[src/rtl/byte_word_packer_pkg.sv]
// ============================================================================
// Package     : byte_word_packer_pkg
// Description : Shared types and constants for the byte-to-word packer.
// Revision    : 1.0 - initial release
// ============================================================================
`default_nettype none

package byte_word_packer_pkg;

  // Packer FSM: gathering bytes, or holding a finished word for the consumer
  typedef enum logic [0:0] {
    COLLECT = 1'b0,
    FULL    = 1'b1
  } state_e;

  // Default geometry: 32-bit words built from 8-bit bytes
  localparam int BYTES_PER_WORD = 32 / 8;
  localparam int BYTE_CNT_W     = $clog2(BYTES_PER_WORD);

  // Width of a counter indexing n lanes; never narrower than one bit
  function automatic int cnt_width(input int n);
    return (n <= 2) ? 1 : $clog2(n);
  endfunction

endpackage : byte_word_packer_pkg

`default_nettype wire

[src/rtl/byte_word_packer.sv]
// ============================================================================
// Module      : byte_word_packer
// Description : Packs a valid/ready byte stream into WORD_W-bit words and
//               presents each completed word with a registered valid strobe,
//               holding it until the consumer accepts it.
// Revision    : 1.0 - initial release
// ============================================================================
`default_nettype none

module byte_word_packer
  import byte_word_packer_pkg::*;
#(
  parameter int WORD_W    = 32,
  parameter int BYTE_W    = 8,
  parameter int LSB_FIRST = 1,
  localparam int N        = WORD_W / BYTE_W,
  localparam int CNT_W    = cnt_width(N)
) (
  input  logic              clk_i,
  input  logic              rst_ni,
  input  logic [BYTE_W-1:0] byte_i,
  input  logic              byte_valid_i,
  output logic              byte_ready_o,
  input  logic              flush_i,
  output logic [WORD_W-1:0] word_o,
  output logic              word_valid_o,
  input  logic              word_ready_i,
  output logic [CNT_W-1:0]  byte_count_o
);

  localparam logic [CNT_W-1:0] C_LAST = CNT_W'(N - 1);

  state_e             state_q, state_d;
  logic [CNT_W-1:0]   cnt_q, cnt_d;
  logic [WORD_W-1:0]  buf_q, buf_d;
  logic [WORD_W-1:0]  word_q, word_d;
  logic               valid_q, valid_d;

  logic               w_accept;
  logic [CNT_W-1:0]   w_lane;
  logic [WORD_W-1:0]  w_merged;

  // A byte may enter while collecting, or while full if the held word leaves on the same edge
  assign byte_ready_o = !flush_i && ((state_q == COLLECT) || ((state_q == FULL) && word_ready_i));
  assign w_accept     = byte_valid_i && byte_ready_o;

  // Logical lane number maps to a physical lane according to byte order
  assign w_lane = (LSB_FIRST != 0) ? cnt_q : (C_LAST - cnt_q);

  // Buffer contents with the incoming byte dropped into its lane
  always_comb begin
    w_merged = buf_q;
    w_merged[w_lane*BYTE_W +: BYTE_W] = byte_i;
  end

  // Next-state logic for FSM, lane counter, buffer and output word
  always_comb begin
    state_d = state_q;
    cnt_d   = cnt_q;
    buf_d   = buf_q;
    word_d  = word_q;
    valid_d = valid_q;
    unique case (state_q)
      COLLECT: begin
        if (flush_i) begin
          cnt_d = '0;
          buf_d = '0;
        end else if (w_accept) begin
          if (cnt_q == C_LAST) begin
            // Final lane: publish the word and start the next one empty
            word_d  = w_merged;
            valid_d = 1'b1;
            cnt_d   = '0;
            buf_d   = '0;
            state_d = FULL;
          end else begin
            buf_d = w_merged;
            cnt_d = cnt_q + 1'b1;
          end
        end
      end
      FULL: begin
        // Counter is zero here, so w_merged already places the byte in lane 0
        if (word_ready_i) begin
          valid_d = 1'b0;
          state_d = COLLECT;
          if (w_accept) begin
            buf_d = w_merged;
            cnt_d = CNT_W'(1);
          end
        end
      end
      default: state_d = COLLECT;
    endcase
  end

  // State registers with asynchronous active-low reset
  always_ff @(posedge clk_i or negedge rst_ni) begin
    if (!rst_ni) begin
      state_q <= COLLECT;
      cnt_q   <= '0;
      buf_q   <= '0;
      word_q  <= '0;
      valid_q <= 1'b0;
    end else begin
      state_q <= state_d;
      cnt_q   <= cnt_d;
      buf_q   <= buf_d;
      word_q  <= word_d;
      valid_q <= valid_d;
    end
  end

  assign word_o       = word_q;
  assign word_valid_o = valid_q;
  assign byte_count_o = cnt_q;

endmodule : byte_word_packer

`default_nettype wire

[config.mk]
export PLATFORM = sky130hd
export DESIGN_NAME = byte_word_packer
export DESIGN_NICKNAME = d
export VERILOG_FILES = /design/src/rtl/byte_word_packer_pkg.sv /design/src/rtl/byte_word_packer.sv
export SDC_FILE = /design/constraint.sdc
export NUM_CORES = 1
export LEC_CHECK = 0
export CORE_ASPECT_RATIO = 0.8
export CORE_UTILIZATION = 35
export DETAILED_ROUTE_END_ITERATION = 16
export PLACE_DENSITY_LB_ADDON = 0.3
export SLEW_MARGIN = 20
export SYNTH_ARGS = -nofsm -noshare
export SYNTH_HDL_FRONTEND = slang
export SYNTH_SLANG_ARGS = --single-unit
[constraint.sdc]
create_clock -name clk_i -period 1.75 [get_ports clk_i]
set_input_delay 0.35 -clock clk_i [delete_from_list [all_inputs] [get_ports clk_i]]
set_output_delay 0.35 -clock clk_i [all_outputs]
set_load 0.01 [all_outputs]
# Word-level counts from Yosys, hierarchy flattened

Index checks and enable logic that the tools add are counted.

Bits in registers: 68
Bits of input ports: 13
Output and inout port bits: 36

Add/subtract/negate cells: 2
Equal/unequal tests: 7
Shift operators: 2
Multiplexer cells: 23
Bitwise operators: 2
Reductions and logical operators: 8

Operators with widths:

| operator                | number |
|---|---|
| $mux 32                 | 5 |
| $pmux 32 s2             | 1 |
| $neg 5->34              | 1 |
| $shift 8x34->32 const A | 1 |
| $shiftx 8x34->32        | 1 |
| $bwmux 32               | 1 |
| $mux 2                  | 5 |
| $mux 1                  | 8 |
| $reduce_and 4->1        | 2 |
| $ne 2x2->1 const B      | 3 |
| $ne 2x1->1 const B      | 2 |
| $pmux 1 s2              | 2 |
| $pmux 2 s2              | 1 |
| $logic_and 1x1->1       | 3 |
| $ne 3x3->1 const B      | 1 |
| $reduce_and 3->1        | 1 |
| $add 2x1->2 const B     | 1 |
| $eq 2x2->1 const B      | 1 |
| $not 1->1               | 2 |
| $logic_not 1->1         | 1 |
| $logic_or 1x1->1        | 1 |

# Depth between registers and ports, before layout

Depth after elaboration: 7
Mapped depth: 8

# Worst setup path after synthesis

No wires, ideal clock.

Kind: flip-flop to flip-flop
Start: reg cnt_q[0] (netlist: byte_count_o[0])
End: reg buf_q[2]
Library setup time: 121 ps
Arrival time: 1877 ps
Data required time: 1629 ps
Slack: -248 ps
Cell stages (with the launch flop): 9
Buffers on the path: 2
Clock period less this slack: 1998 ps
Path through: dfrtp_1 > inv_2 > ha_1 > inv_1 > and4_1 > buf_6 > and2_1 > buf_4 > a22o_1

Cells in the longest elaborated chain, start to end: 7
Elaborated cells between the ends (all ways): 11
Those cells by class: 1 x add/sub; 1 x eq/ne; 2 x shift; 7 x mux

RTL lines:

| element                                             | RTL line                | text |
|---|---|---|
| start, declared                                     | byte_word_packer.sv:34  | `logic [CNT_W-1:0] cnt_q, cnt_d;` |
| start signal, assigned                              | byte_word_packer.sv:107 | `cnt_q <= cnt_d;` |
| $neg 5->34                                          | byte_word_packer.sv:53  | `w_merged[w_lane*BYTE_W +: BYTE_W] = byte_i;` |
| $shiftx 8x34->32 or $shift 8x34->32 (tied branches) | byte_word_packer.sv:53  |  |
| $bwmux 32                                           | byte_word_packer.sv:53  |  |
| $mux 32                                             | byte_word_packer.sv:69  | `if (cnt_q == C_LAST) begin` |
| $mux 32                                             | byte_word_packer.sv:68  | `end else if (w_accept) begin` |
| $mux 32                                             | byte_word_packer.sv:65  | `if (flush_i) begin` |
| $pmux 32 s2 *                                       | byte_word_packer.sv:63  | `unique case (state_q)` |
| end signal, assigned                                | byte_word_packer.sv:108 | `buf_q <= buf_d;` |
| end, declared                                       | byte_word_packer.sv:35  | `logic [WORD_W-1:0] buf_q, buf_d;` |

Mark *: on every way between the ends. The rest lies on a longest branch, timed or not. The select of a mux whose other input is x is not followed.
A chain may end at the register's enable or synchronous reset.

# Worst setup path after layout

Start: reg cnt_q[1] (netlist: byte_count_o[1])
End: reg buf_q[24]

Same word-level chain as after synthesis.

==> reports/summary.txt <==
Clock latency on the worst-skew pair -> 0.33 ns
H-tree depth -> 3
Yosys reg bits -> 68
R2R Setup Slk -> 0.04 ns
Initial core utilization -> 36.94%
Layout overhead on the synthesized area -> 33.20%
Max cap viols -> 0
# nets final -> 381
Number of global-route vias before repair -> 2350
Synth Area in Simple Gates -> 15.90%
Vias post-DR -> 2426
Hold crit path type -> in -> async
Prevailing post-synth register cell -> dfrtp_1
RR Startpoint -> byte_count_o[1]
Final setup viols -> 0
Share of cells above drive strength 1 -> 19.40%
Largest net degree at the start of global routing -> 69
Mapped Nets -> 314
Path depth of the worst reg2reg path -> 7
Via density per instance -> 5.075
Crit end category -> flop
VDD IR max -> 0.4865 mV
Number of synthesized flops with an enable pin -> 0
Most common cell after layout, fill and taps aside -> dfrtp_1
Buffers on Ports -> 48
PD cells -> 1121 nW/um^2
First-pass GRT wire length -> 12250 microns
Initial drt markers -> 146
First-pass DRT Iterations -> 4
TritonCTS clock tree -> built
Multiplexer share of the synthesized area -> 0%
Ys Warns -> 0
XOR/XNOR share of the synthesized area -> 0%
Final Hold Fails -> 0
Minimum clock period -> 1.707 ns
DP Worst Slack -> -0.1778 ns
DRC Markers -> 0
Yosys cell types -> 37
Worst Setup Start Kind -> flop
Ys async rst share -> 100.0%
Sink Count -> 68
Die area -> 9541 sq um
Max_slew headroom -> 69.34%
Root Driver -> clkbuf_16
Worst-margin pin slew -> 0.4585 ns
Mapped Cells -> 295
Post-Route WL -> 7401 microns
Sequential-to-total area share from yosys stat -> 53.13%
Setup_tns -> 0 ns
Complex-gate fraction of the synthesized area -> 24.18%
Layout Cells excl Fill -> 478
Crit path kind -> reg -> reg
Synth Cell Area -> 3203 sq um
RePlAce Congestion -> 0.7667
Adder-Cell Fraction of Synth Area -> 2.344%
CP Data Arrival Time -> 1.92 ns
Final Cycle Share -> 97.57%
CTS clock-pin slew for the worst setup and hold paths -> 0.05 ns
Skew final -> 0.003564 ns
Hpwl dp -> 4942 microns
Status -> complete, no violations
Core Area -> 8671 sq um
Die W -> 109.0 microns
# hold bufs at CTS -> 0
Max Fclk -> 585.7 MHz
Die span in y -> 87.57 microns
TritonCTS Buffers -> 9
Combinational family with the most area after synthesis -> compound AO/OA/AOI/OAI gates
Antenna cells -> 0
Final Max Slew Viols -> 0
WP data required -> 1.96 ns
Cell Rows -> 30
Grt ovf -> 0
Peak fanout along the critical path -> 7
RSZ-0062 raised after global routing -> yes
Power, Total -> 4785 uW
Initial antenna violation count -> 0
Most frequent cells in the layout -> dfrtp_1 (67), a21oi_1 (64), clkdlybuf4s50_1 (44)
Dpl cells -> 461
I/O pin count -> 49
Final setup margin -> 0.04261 ns
RR Endpoint -> buf_q[24]
Overall routing resource usage -> 17.29%
Syn_area_per_cell -> 10.86 sq um
Final core utilization -> 49.21%
Leak pwr -> 0.001989 uW
Clock Tree Buf Depth -> 2
Detailed-route wire length per cell -> 15.48 microns
Antenna viol nets, final -> 0
==> critical path: stages (launching register included) <==
cell and delay, ns:
dfrtp_1 0.39, buf_6 0.13, inv_6 0.03, ha_4 0.27, and4bb_4 0.19, and2b_4 0.19, and2_4 0.18, a22o_1 0.20
==> synthesized netlist by cell type (all sizes together) (2+ instances only) <==
cell    number  area [sq um]
and2         4         27.53
inv          5         18.77
nor2b        8         50.05
a31oi        5         82.58
a32o         4         40.04
o21ai        3         18.77
clkbuf       4         15.01
a21o         2         15.01
nand2b       2         15.02
buf         18         108.9
and2b       27         205.2
nor2        35         131.4
ha           6         75.07
a21oi       66         341.6
a22o        29         262.8
dfrtp       68          1702
==> per-stage QoR <==
stage / instance area [sq um] / hold WS, ns
6_report: 4267 / 0.03813
5_1_grt: 4267 / 0.07949
4_1_cts: 4228 / 0.05969
3_5_place_dp: 3951 / 0.4044
3_3_place_gp: 3951 / 0.4001
2_1_floorplan: 3227 / 0.05441
==> report_power, final <==
group	internal, uW	switching (uW)
Sequential	1820	132
Combinational	670	533
Clock	1020	605
==> cell type report <==
cell class	count	area, sq um
multi-input cells	200	1396
clock buffers	13	260.3
well taps	112	140.1
clock inverters	2	10.01
fillers	797	4404
inverters	5	23.77
repair buffers	78	733.2
flip-flops and latches	68	1703
==> kinds of logic (layout without fill, tap and decap cells) <==
kind of cell	after synthesis	in the layout
buffers and inverters	27	98
AOI/OAI and AO/OA	111	111
DFF	68	68
and+or+nand+nor	83	83
adders and majority gates	6	6
==> sequential cells by signal, summed over array words and instances, names as in the netlist <==
signal and flops:
buf_q 32, byte_count_o 2, state_q 1, word_o 32
word_valid_o 1
==> what timing repair did <==
action                                  4_1_cts  5_1_grt
cloned                                        0        0
gates resized for setup                       3       12
pin swaps                                     0        6
buffers inserted                              1        2
endpoints found under the setup margin       11       42
==> metal layers <==
layer,routed length [microns],vias to the layer above,track usage [%]
met5,0,-,0
met4,108,0,6.020
met3,257,10,4.464
met2,3454,47,26.24
met1,3581,1196,23.97
li1,-,1173,-
==> how the worst max path moves through the flow <==
stage	from	to	slack, ns	depth (start not counted)
6_report	byte_count_o[1]	buf_q[24]	0.04	7
2_1_floorplan	byte_count_o[0]	buf_q[2]	-0.04	8
3_3_place_gp	word_ready_i	byte_ready_o	-0.15	4
5_1_grt	byte_count_o[0]	buf_q[11]	-0.009	5
4_1_cts	byte_count_o[1]	byte_count_o[1]	0.01	2
3_5_place_dp	word_ready_i	byte_ready_o	-0.18	4
Note: power is estimated with default switching activity, not from simulation.
